<file path="config.mk">
export PLATFORM = sky130hd
export DESIGN_NAME = pmem_loader_flat
export DESIGN_NICKNAME = d
export VERILOG_FILES = /design/src/rtl/pmem_pkg.sv /design/src/rtl/pmem_loader_if.sv /design/src/rtl/pmem_word_pack.sv /design/src/rtl/pmem_loader.sv /design/src/flat_wrapper.sv
export SDC_FILE = /design/constraint.sdc
export NUM_CORES = 1
export LEC_CHECK = 0
export CORE_ASPECT_RATIO = 0.7
export CORE_MARGIN = 5
export CORE_UTILIZATION = 44
export DETAILED_ROUTE_END_ITERATION = 16
export PLACE_DENSITY_LB_ADDON = 0.05
export SLEW_MARGIN = 20
export SYNTH_ARGS = -nofsm -noshare
export SYNTH_HDL_FRONTEND = slang
export SYNTH_SLANG_ARGS = --single-unit
</file>
<file path="constraint.sdc">
create_clock -name clk -period 2 [get_ports clk]
set_input_delay 0.2 -clock clk [delete_from_list [all_inputs] [get_ports clk]]
set_output_delay 0.2 -clock clk [all_outputs]
set_load 0.01 [all_outputs]
</file>
<file path="src/rtl/pmem_pkg.sv">
// Shared types and width helpers for the picoMIPS program memory and its loader.
// Keeping the word-width math here keeps the loader and pmem consistent.
package pmem_pkg;

  typedef enum logic [1:0] {
    ST_IDLE  = 2'd0,
    ST_LOAD  = 2'd1,
    ST_WRITE = 2'd2,
    ST_DONE  = 2'd3
  } loader_state_t;

  // An instruction word is opcode, two register-address fields and a data field.
  function automatic int calc_word_width(input int inst_width,
                                         input int addr_width,
                                         input int data_width);
    return inst_width + 2 * addr_width + data_width;
  endfunction

  function automatic int calc_bytes_per_word(input int word_width);
    return (word_width + 7) / 8;
  endfunction

endpackage

</file>
<file path="src/rtl/pmem_loader_if.sv">
// Byte-stream input and program-memory write bus of the loader.
// The master modport is the loader side; slave is the source/memory side.
interface pmem_loader_if
  import pmem_pkg::*;
#(
  parameter int PMEM_WIDTH = 5,
  parameter int WORD_WIDTH = calc_word_width(6, 5, 8)
);

  logic [7:0]            rx_data;
  logic                  rx_valid;
  logic                  rx_ready;
  logic                  we;
  logic [PMEM_WIDTH-1:0] waddr;
  logic [WORD_WIDTH-1:0] wdata;

  modport master (
    input  rx_data, rx_valid,
    output rx_ready, we, waddr, wdata
  );

  modport slave (
    output rx_data, rx_valid,
    input  rx_ready, we, waddr, wdata
  );

endinterface

</file>
<file path="src/rtl/pmem_word_pack.sv">
// Packs accepted bytes MSB-first into one instruction word and tracks the byte index.
// word_full marks the accept that completes the word.
module pmem_word_pack
  import pmem_pkg::*;
#(
  parameter int WORD_WIDTH     = 24,
  parameter int BYTES_PER_WORD = calc_bytes_per_word(WORD_WIDTH)
) (
  input  logic                  clk,
  input  logic                  nreset,
  input  logic                  clear,
  input  logic                  accept,
  input  logic [7:0]            rx_data,
  output logic [WORD_WIDTH-1:0] word,
  output logic                  word_full
);

  localparam int IDX_W = (BYTES_PER_WORD > 1) ? $clog2(BYTES_PER_WORD) : 1;
  localparam logic [IDX_W-1:0] LAST_IDX = IDX_W'(BYTES_PER_WORD - 1);

  logic [WORD_WIDTH-1:0] word_q, word_d;
  logic [IDX_W-1:0]      idx_q, idx_d;

  assign word_full = accept && (idx_q == LAST_IDX);
  assign word      = word_q;

  // Shifting left drops any bits of the first byte that sit above the word.
  always_comb begin
    word_d = word_q;
    idx_d  = idx_q;
    if (clear) begin
      word_d = '0;
      idx_d  = '0;
    end else if (accept) begin
      word_d = {word_q[WORD_WIDTH-9:0], rx_data};
      idx_d  = word_full ? '0 : idx_q + 1'b1;
    end
  end

  always_ff @(posedge clk or negedge nreset) begin
    if (!nreset) begin
      word_q <= '0;
      idx_q  <= '0;
    end else begin
      word_q <= word_d;
      idx_q  <= idx_d;
    end
  end

endmodule

</file>
<file path="src/rtl/pmem_loader.sv">
// Program-image loader: streams bytes into instruction words and writes them
// into program memory from address 0 upward, holding the core off while busy.
module pmem_loader
  import pmem_pkg::*;
#(
  parameter int DATA_WIDTH = 8,
  parameter int ADDR_WIDTH = 5,
  parameter int PMEM_WIDTH = 5,
  parameter int INST_WIDTH = 6,
  localparam int WORD_WIDTH     = calc_word_width(INST_WIDTH, ADDR_WIDTH, DATA_WIDTH),
  localparam int BYTES_PER_WORD = calc_bytes_per_word(WORD_WIDTH)
) (
  input  logic                  clk,
  input  logic                  nreset,
  input  logic                  start,
  pmem_loader_if.master         bus,
  output logic                  busy,
  output logic                  done,
  output logic [PMEM_WIDTH:0]   word_count,
  output logic [7:0]            checksum
);

  localparam logic [PMEM_WIDTH-1:0] LAST_ADDR = '1;

  loader_state_t         state_q, state_d;
  logic [PMEM_WIDTH-1:0] addr_q, addr_d;
  logic [PMEM_WIDTH:0]   count_q, count_d;
  logic [7:0]            csum_q, csum_d;
  logic                  done_q, done_d;
  logic                  clear;
  logic                  accept;
  logic                  word_full;
  logic [WORD_WIDTH-1:0] word;

  // Moore handshake: ready is a pure function of the state, so accept is too.
  assign accept = bus.rx_valid && (state_q == ST_LOAD);

  pmem_word_pack #(
    .WORD_WIDTH    (WORD_WIDTH),
    .BYTES_PER_WORD(BYTES_PER_WORD)
  ) u_pack (
    .clk      (clk),
    .nreset   (nreset),
    .clear    (clear),
    .accept   (accept),
    .rx_data  (bus.rx_data),
    .word     (word),
    .word_full(word_full)
  );

  always_comb begin
    state_d      = state_q;
    addr_d       = addr_q;
    count_d      = count_q;
    csum_d       = csum_q;
    done_d       = done_q;
    clear        = 1'b0;
    bus.rx_ready = 1'b0;
    bus.we       = 1'b0;
    busy         = 1'b0;
    unique case (state_q)
      ST_IDLE, ST_DONE: begin
        if (start) begin
          state_d = ST_LOAD;
          addr_d  = '0;
          count_d = '0;
          csum_d  = '0;
          done_d  = 1'b0;
          clear   = 1'b1;
        end
      end
      ST_LOAD: begin
        bus.rx_ready = 1'b1;
        busy         = 1'b1;
        if (accept) begin
          csum_d = csum_q + bus.rx_data;
        end
        if (word_full) begin
          state_d = ST_WRITE;
        end
      end
      ST_WRITE: begin
        bus.we  = 1'b1;
        busy    = 1'b1;
        count_d = count_q + 1'b1;
        // The image is exactly one full memory; the address never wraps.
        if (addr_q == LAST_ADDR) begin
          state_d = ST_DONE;
          done_d  = 1'b1;
        end else begin
          addr_d  = addr_q + 1'b1;
          state_d = ST_LOAD;
        end
      end
      default: state_d = ST_IDLE;
    endcase
  end

  always_ff @(posedge clk or negedge nreset) begin
    if (!nreset) begin
      state_q <= ST_IDLE;
      addr_q  <= '0;
      count_q <= '0;
      csum_q  <= '0;
      done_q  <= 1'b0;
    end else begin
      state_q <= state_d;
      addr_q  <= addr_d;
      count_q <= count_d;
      csum_q  <= csum_d;
      done_q  <= done_d;
    end
  end

  assign bus.waddr  = addr_q;
  assign bus.wdata  = word;
  assign word_count = count_q;
  assign checksum   = csum_q;
  assign done       = done_q;

endmodule

</file>
<file path="src/flat_wrapper.sv">
// flat-port wrapper written by rule: the top's interface ports become plain ports
module pmem_loader_flat import pmem_pkg::*;
#(
  parameter int DATA_WIDTH = 8,
  parameter int ADDR_WIDTH = 5,
  parameter int PMEM_WIDTH = 5,
  parameter int INST_WIDTH = 6,
  localparam int WORD_WIDTH     = calc_word_width(INST_WIDTH, ADDR_WIDTH, DATA_WIDTH),
  localparam int BYTES_PER_WORD = calc_bytes_per_word(WORD_WIDTH)
)
  (clk, nreset, start, busy, done, word_count, checksum, bus_rx_data, bus_rx_valid, bus_rx_ready, bus_we, bus_waddr, bus_wdata);
  pmem_loader_if #(.PMEM_WIDTH(PMEM_WIDTH), .WORD_WIDTH(24)) bus_i ();
  input  logic clk;
  input  logic nreset;
  input  logic start;
  output logic busy;
  output logic done;
  output logic [PMEM_WIDTH:0] word_count;
  output logic [7:0] checksum;
  input wire logic [$bits(bus_i.rx_data)-1:0] bus_rx_data;
  input wire logic [$bits(bus_i.rx_valid)-1:0] bus_rx_valid;
  output wire logic [$bits(bus_i.rx_ready)-1:0] bus_rx_ready;
  output wire logic [$bits(bus_i.we)-1:0] bus_we;
  output wire logic [$bits(bus_i.waddr)-1:0] bus_waddr;
  output wire logic [$bits(bus_i.wdata)-1:0] bus_wdata;
  assign bus_i.rx_data = bus_rx_data;
  assign bus_i.rx_valid = bus_rx_valid;
  assign bus_rx_ready = bus_i.rx_ready;
  assign bus_we = bus_i.we;
  assign bus_waddr = bus_i.waddr;
  assign bus_wdata = bus_i.wdata;
  pmem_loader #(.DATA_WIDTH(DATA_WIDTH), .ADDR_WIDTH(ADDR_WIDTH), .PMEM_WIDTH(PMEM_WIDTH), .INST_WIDTH(INST_WIDTH)) u_core (.clk(clk), .nreset(nreset), .start(start), .bus(bus_i), .busy(busy), .done(done), .word_count(word_count), .checksum(checksum));
endmodule
</file>
==> flow_summary.html <==
<table>
<tr><th>Metric</th><th>Value</th></tr>
<tr><th colspan="2">Synth</th></tr>
<tr><td>Number of synthesized flops with an enable pin</td><td>0</td></tr>
<tr><td>Sequential element share of the synthesized area</td><td>49.5%</td></tr>
<tr><td>Count of synthesis-stage warnings from yosys</td><td>0</td></tr>
<tr><td>Post-Synthesis Cells</td><td>259</td></tr>
<tr><td>Area of the mapped netlist</td><td>about 2400 um2</td></tr>
<tr><td>Total of flip-flops plus latches after synthesis</td><td>48</td></tr>
<tr><td>Share of synthesized registers carrying an async set or reset</td><td>100%</td></tr>
<tr><td>Unique masters post-synth</td><td>37</td></tr>
<tr><td>Number of nets produced by synthesis</td><td>284</td></tr>
<tr><td>Mean instance size in the synthesized netlist</td><td>~9.4 um2</td></tr>
<tr><td>Flip-flop cell with the highest count after synthesis</td><td>dfrtp_1</td></tr>
<tr><th colspan="2">Timing</th></tr>
<tr><td>Final setup violating endpoints</td><td>0</td></tr>
<tr><td>Final Hold Slack</td><td>between 400 and 500 ps</td></tr>
<tr><td>Fin. max-slew vios</td><td>0</td></tr>
<tr><td>Slew headroom</td><td>about 55%</td></tr>
<tr><td>Post-route minimum period</td><td>approximately 1900 ps</td></tr>
<tr><td>Final total negative setup slack</td><td>0 ps</td></tr>
<tr><td>Share of the cycle needed by the critical path after routing</td><td>around 95%</td></tr>
<tr><td>Maximum clock skew at final layout</td><td>approximately 5.6 ps</td></tr>
<tr><td>Final Hold Viols</td><td>0</td></tr>
<tr><td>Pin slew with the least headroom to its limit</td><td>roughly 670 ps</td></tr>
<tr><td>Setup repair after global routing missed its margin</td><td>false</td></tr>
<tr><td>Fmax</td><td>527 MHz</td></tr>
<tr><th colspan="2">Die</th></tr>
<tr><td>Height of the die</td><td>a little over 70 um</td></tr>
<tr><td>Total number of placement rows</td><td>22</td></tr>
<tr><td>Initial Utilization</td><td>roughly 46%</td></tr>
<tr><td>Core region area</td><td>5290 um2</td></tr>
<tr><td>Die Area</td><td>7120 um2</td></tr>
<tr><td>Chip width</td><td>about 100 um</td></tr>
<tr><td>I/O pin count</td><td>between 50 and 60</td></tr>
<tr><th colspan="2">Global routing</th></tr>
<tr><td>Antenna violations before repair</td><td>0</td></tr>
<tr><td>First-pass GRT wire length</td><td>approximately 9.6 mm</td></tr>
<tr><td>Leftover overflow at the end of global routing</td><td>0</td></tr>
<tr><td>Tot GR Track Use</td><td>16.5%</td></tr>
<tr><td>Pin count of the biggest net entering global routing</td><td>30</td></tr>
<tr><td>Via count of the first global-routing pass</td><td>between 1.5k and 2k</td></tr>
<tr><th colspan="2">Place</th></tr>
<tr><td>RePlAce Congestion</td><td>about 0.84</td></tr>
<tr><td>Port Buf Inserts</td><td>between 50 and 60</td></tr>
<tr><td>Detailed placement HPWL</td><td>between 4 and 5 mm</td></tr>
<tr><td>Post-placement cell count</td><td>slightly below 400</td></tr>
<tr><th colspan="2">Power and ir drop</th></tr>
<tr><td>Leakage power</td><td>about 1.5 nW</td></tr>
<tr><td>PwrDens</td><td>roughly 1400 nW/um2</td></tr>
<tr><td>Peak ir drop on the vdd network</td><td>between 0.7 and 0.8 mV</td></tr>
<tr><td>Post-layout power</td><td>0.00461 W</td></tr>
<tr><th colspan="2">Worst setup path</th></tr>
<tr><td>CP max FO</td><td>6</td></tr>
<tr><td>Critical path class</td><td>reg -&gt; out</td></tr>
<tr><td>Longest individual stage delay on the worst path</td><td>approximately 530 ps</td></tr>
<tr><td>Crit path capture type</td><td>output port</td></tr>
<tr><td>Arr. time, crit path</td><td>1700 ps</td></tr>
<tr><td>Standard cell with the maximum stage delay on the critical path</td><td>clkdlybuf4s50_1</td></tr>
<tr><td>Data required time of the critical path</td><td>between 1500 and 2000 ps</td></tr>
<tr><td>Cell breakdown of the critical path</td><td>inv_1, ha_2, inv_2, clkdlybuf4s50_1</td></tr>
<tr><td>Setup crit start kind</td><td>flip-flop</td></tr>
<tr><th colspan="2">Routing</th></tr>
<tr><td>Detailed-route via count</td><td>between 2k and 2.5k</td></tr>
<tr><td>Metal1 wirelength</td><td>between 2 and 3 mm</td></tr>
<tr><td>Vias per inst</td><td>around 5.1</td></tr>
<tr><td>Met2 layer wire length in the routed design</td><td>~2.4 mm</td></tr>
<tr><td>Post-route antenna net violation count</td><td>0</td></tr>
<tr><td>Routed wl met3</td><td>between 200 and 300 um</td></tr>
<tr><td>Top sig layer</td><td>met4</td></tr>
<tr><td>WL final</td><td>5.62 mm</td></tr>
<tr><td>Detail-routed net length per standard cell</td><td>about 14 um</td></tr>
<tr><td>Number of remaining DRC errors</td><td>0</td></tr>
<tr><td>Count of TritonRoute iterations in the first routing pass</td><td>4</td></tr>
<tr><td>Detailed Route Iter0 Violations</td><td>between 100 and 150</td></tr>
<tr><th colspan="2">Clock network</th></tr>
<tr><td>Number of clock sinks</td><td>between 40 and 50</td></tr>
<tr><td>Worst-path clk slew</td><td>around 90 ps</td></tr>
<tr><td>Longest Clk Path Bufs</td><td>2</td></tr>
<tr><td>CTS buffer count</td><td>5</td></tr>
<tr><td>Buffer cell driving the clock tree root</td><td>clkbuf_8</td></tr>
<tr><td>Clock insertion delay at the later pin of the skew report</td><td>300 ps</td></tr>
<tr><td>TritonCTS clock tree</td><td>done</td></tr>
<tr><td>Htree depth</td><td>2</td></tr>
<tr><th colspan="2">Hold path</th></tr>
<tr><td>Class of the tightest hold or removal check</td><td>in -&gt; async</td></tr>
<tr><th colspan="2">Layout</th></tr>
<tr><td>Count of placed standard cells in the final layout, fillers left out</td><td>401</td></tr>
<tr><td>P&amp;R area growth vs syn</td><td>36.2%</td></tr>
<tr><td>Layout cells sized above 1</td><td>between 10% and 20%</td></tr>
<tr><td>Core Util, Final</td><td>between 60% and 70%</td></tr>
<tr><td>Final-stage net count</td><td>approximately 350</td></tr>
<tr><td>Count of antenna diodes in the layout</td><td>0</td></tr>
<tr><th colspan="2">Status</th></tr>
<tr><td>Run status</td><td>finished clean</td></tr>
<tr><th colspan="2">Flow run</th></tr>
<tr><td>Count of max-cap constraint violations</td><td>0</td></tr>
</table>
[worst paths after layout]
| path | from | to | slack (ps) | cells after the start |
|---|---|---|---|---|
| hold reg to reg | u_core.checksum[7]$_DFFE_PN0P_ | u_core.checksum[7]$_DFFE_PN0P_ | 500 | 1 |
| setup reg to reg | u_core.checksum[0]$_DFFE_PN0P_ | u_core.checksum[6]$_DFFE_PN0P_ | 120 | 8 |
| min in group clk | u_core.checksum[7]$_DFFE_PN0P_ | u_core.checksum[7]$_DFFE_PN0P_ | 500 | 1 |
| hold / removal | nreset | u_core.word_count[0]$_DFFE_PN0P_ | 440 | 2 |
| max in group asynchronous | nreset | u_core.u_pack.word[1]$_DFFE_PN0P_ | 1010 | 3 |
| setup / recovery | u_core.state_q[0]$_DFFE_PN0P_ | busy | 100 | 4 |
[critical path: cells and delay by family (launching register included)]
kind / cells / cell delay, ps
adders and majority gates: 1 / 300
buffers and inverters: 3 / 690
DFF: 1 / 410
[registers in the layout, indices dropped and copies added (netlist names)]
register,cells
u_core.bus.waddr,5
u_core.done,1
u_core.word_count,6
u_core.checksum,8
u_core.state_q,2
u_core.u_pack.idx_q,2
u_core.u_pack.word,24
[where the power goes]
group | internal (W) | switching [W]
combinational | 0.00121 | 0.00115
sequential | 0.00128 | 0.000244
clock | 0.000409 | 0.000328
total | 0.00289 | 0.00172
[cells in the final DEF, fill, tap and decap left out, types with 5 or more instances in the layout]
master / count
a21o_1: 5
a21oi_1: 32
a22o_1: 12
buf_4: 15
clkbuf_8: 6
clkdlybuf4s50_1: 57
dfrtp_1: 48
ha_1: 10
nand2_1: 63
nor2_1: 8
nor3_1: 6
o21ai_0: 14
[layout make-up]
type,count,area [um2]
clock buffer,6,82.6
fill,466,1980
timing repair buffer,75,718
sequential,48,1200
multi-input combinational,194,1160
clock inverter,2,38.8
inverter,4,15.0
tap,72,90.1
[synth_stat cells (3+ instances only)]
cell | instances | share of area (%)
nand2_1 | 63 | 9.7
dfrtp_1 | 48 | 50
a21oi_1 | 32 | 6.6
o21ai_0 | 14 | 2.9
a22o_1 | 12 | 4.3
ha_1 | 12 | 6.2
nor2_1 | 9 | 1.4
buf_2 | 7 | 1.4
nor3_1 | 6 | 1.2
a21o_1 | 5 | 1.5
clkbuf_1 | 5 | 0.77
and3_1 | 4 | 1.0
nand4_1 | 4 | 1.0
inv_1 | 3 | 0.46
xnor2_1 | 3 | 1.1
[what timing repair did]
action | 4_1_cts | 5_1_grt
buffers inserted | 2 | 0
hold buffers | 1 | 0
resized for setup | 0 | 4
hold endpoints to repair | 23 | 0
setup endpoints to repair | 1 | 4
[logic make-up after synthesis]
family                   share of synthesized area, %
AO/OA/AOI/OAI                                    18.6
XOR/XNOR                                         1.81
adder cells (fa/ha/maj)                          7.01
buffers and inverters                            3.15
flip-flops                                       49.5
multiplexers                                     1.75
AND/OR/NAND/NOR                                  18.2
[stage by stage]
stage               cell area, um2  worst slack [ps]
floorplan                     2430              66.0
global placement              3150              -204
detailed placement            3150              -241
CTS                           3290              19.5
global route                  3300              4.54
finish                        3300               103
[layer usage]
layer  GRT usage [%]  vias up
met2            24.6       39
met5               0        -
li1                -     1039
met3            3.94        2
met1            24.4      948
met4            3.64        0
Note: power is estimated with default switching activity, not from simulation.
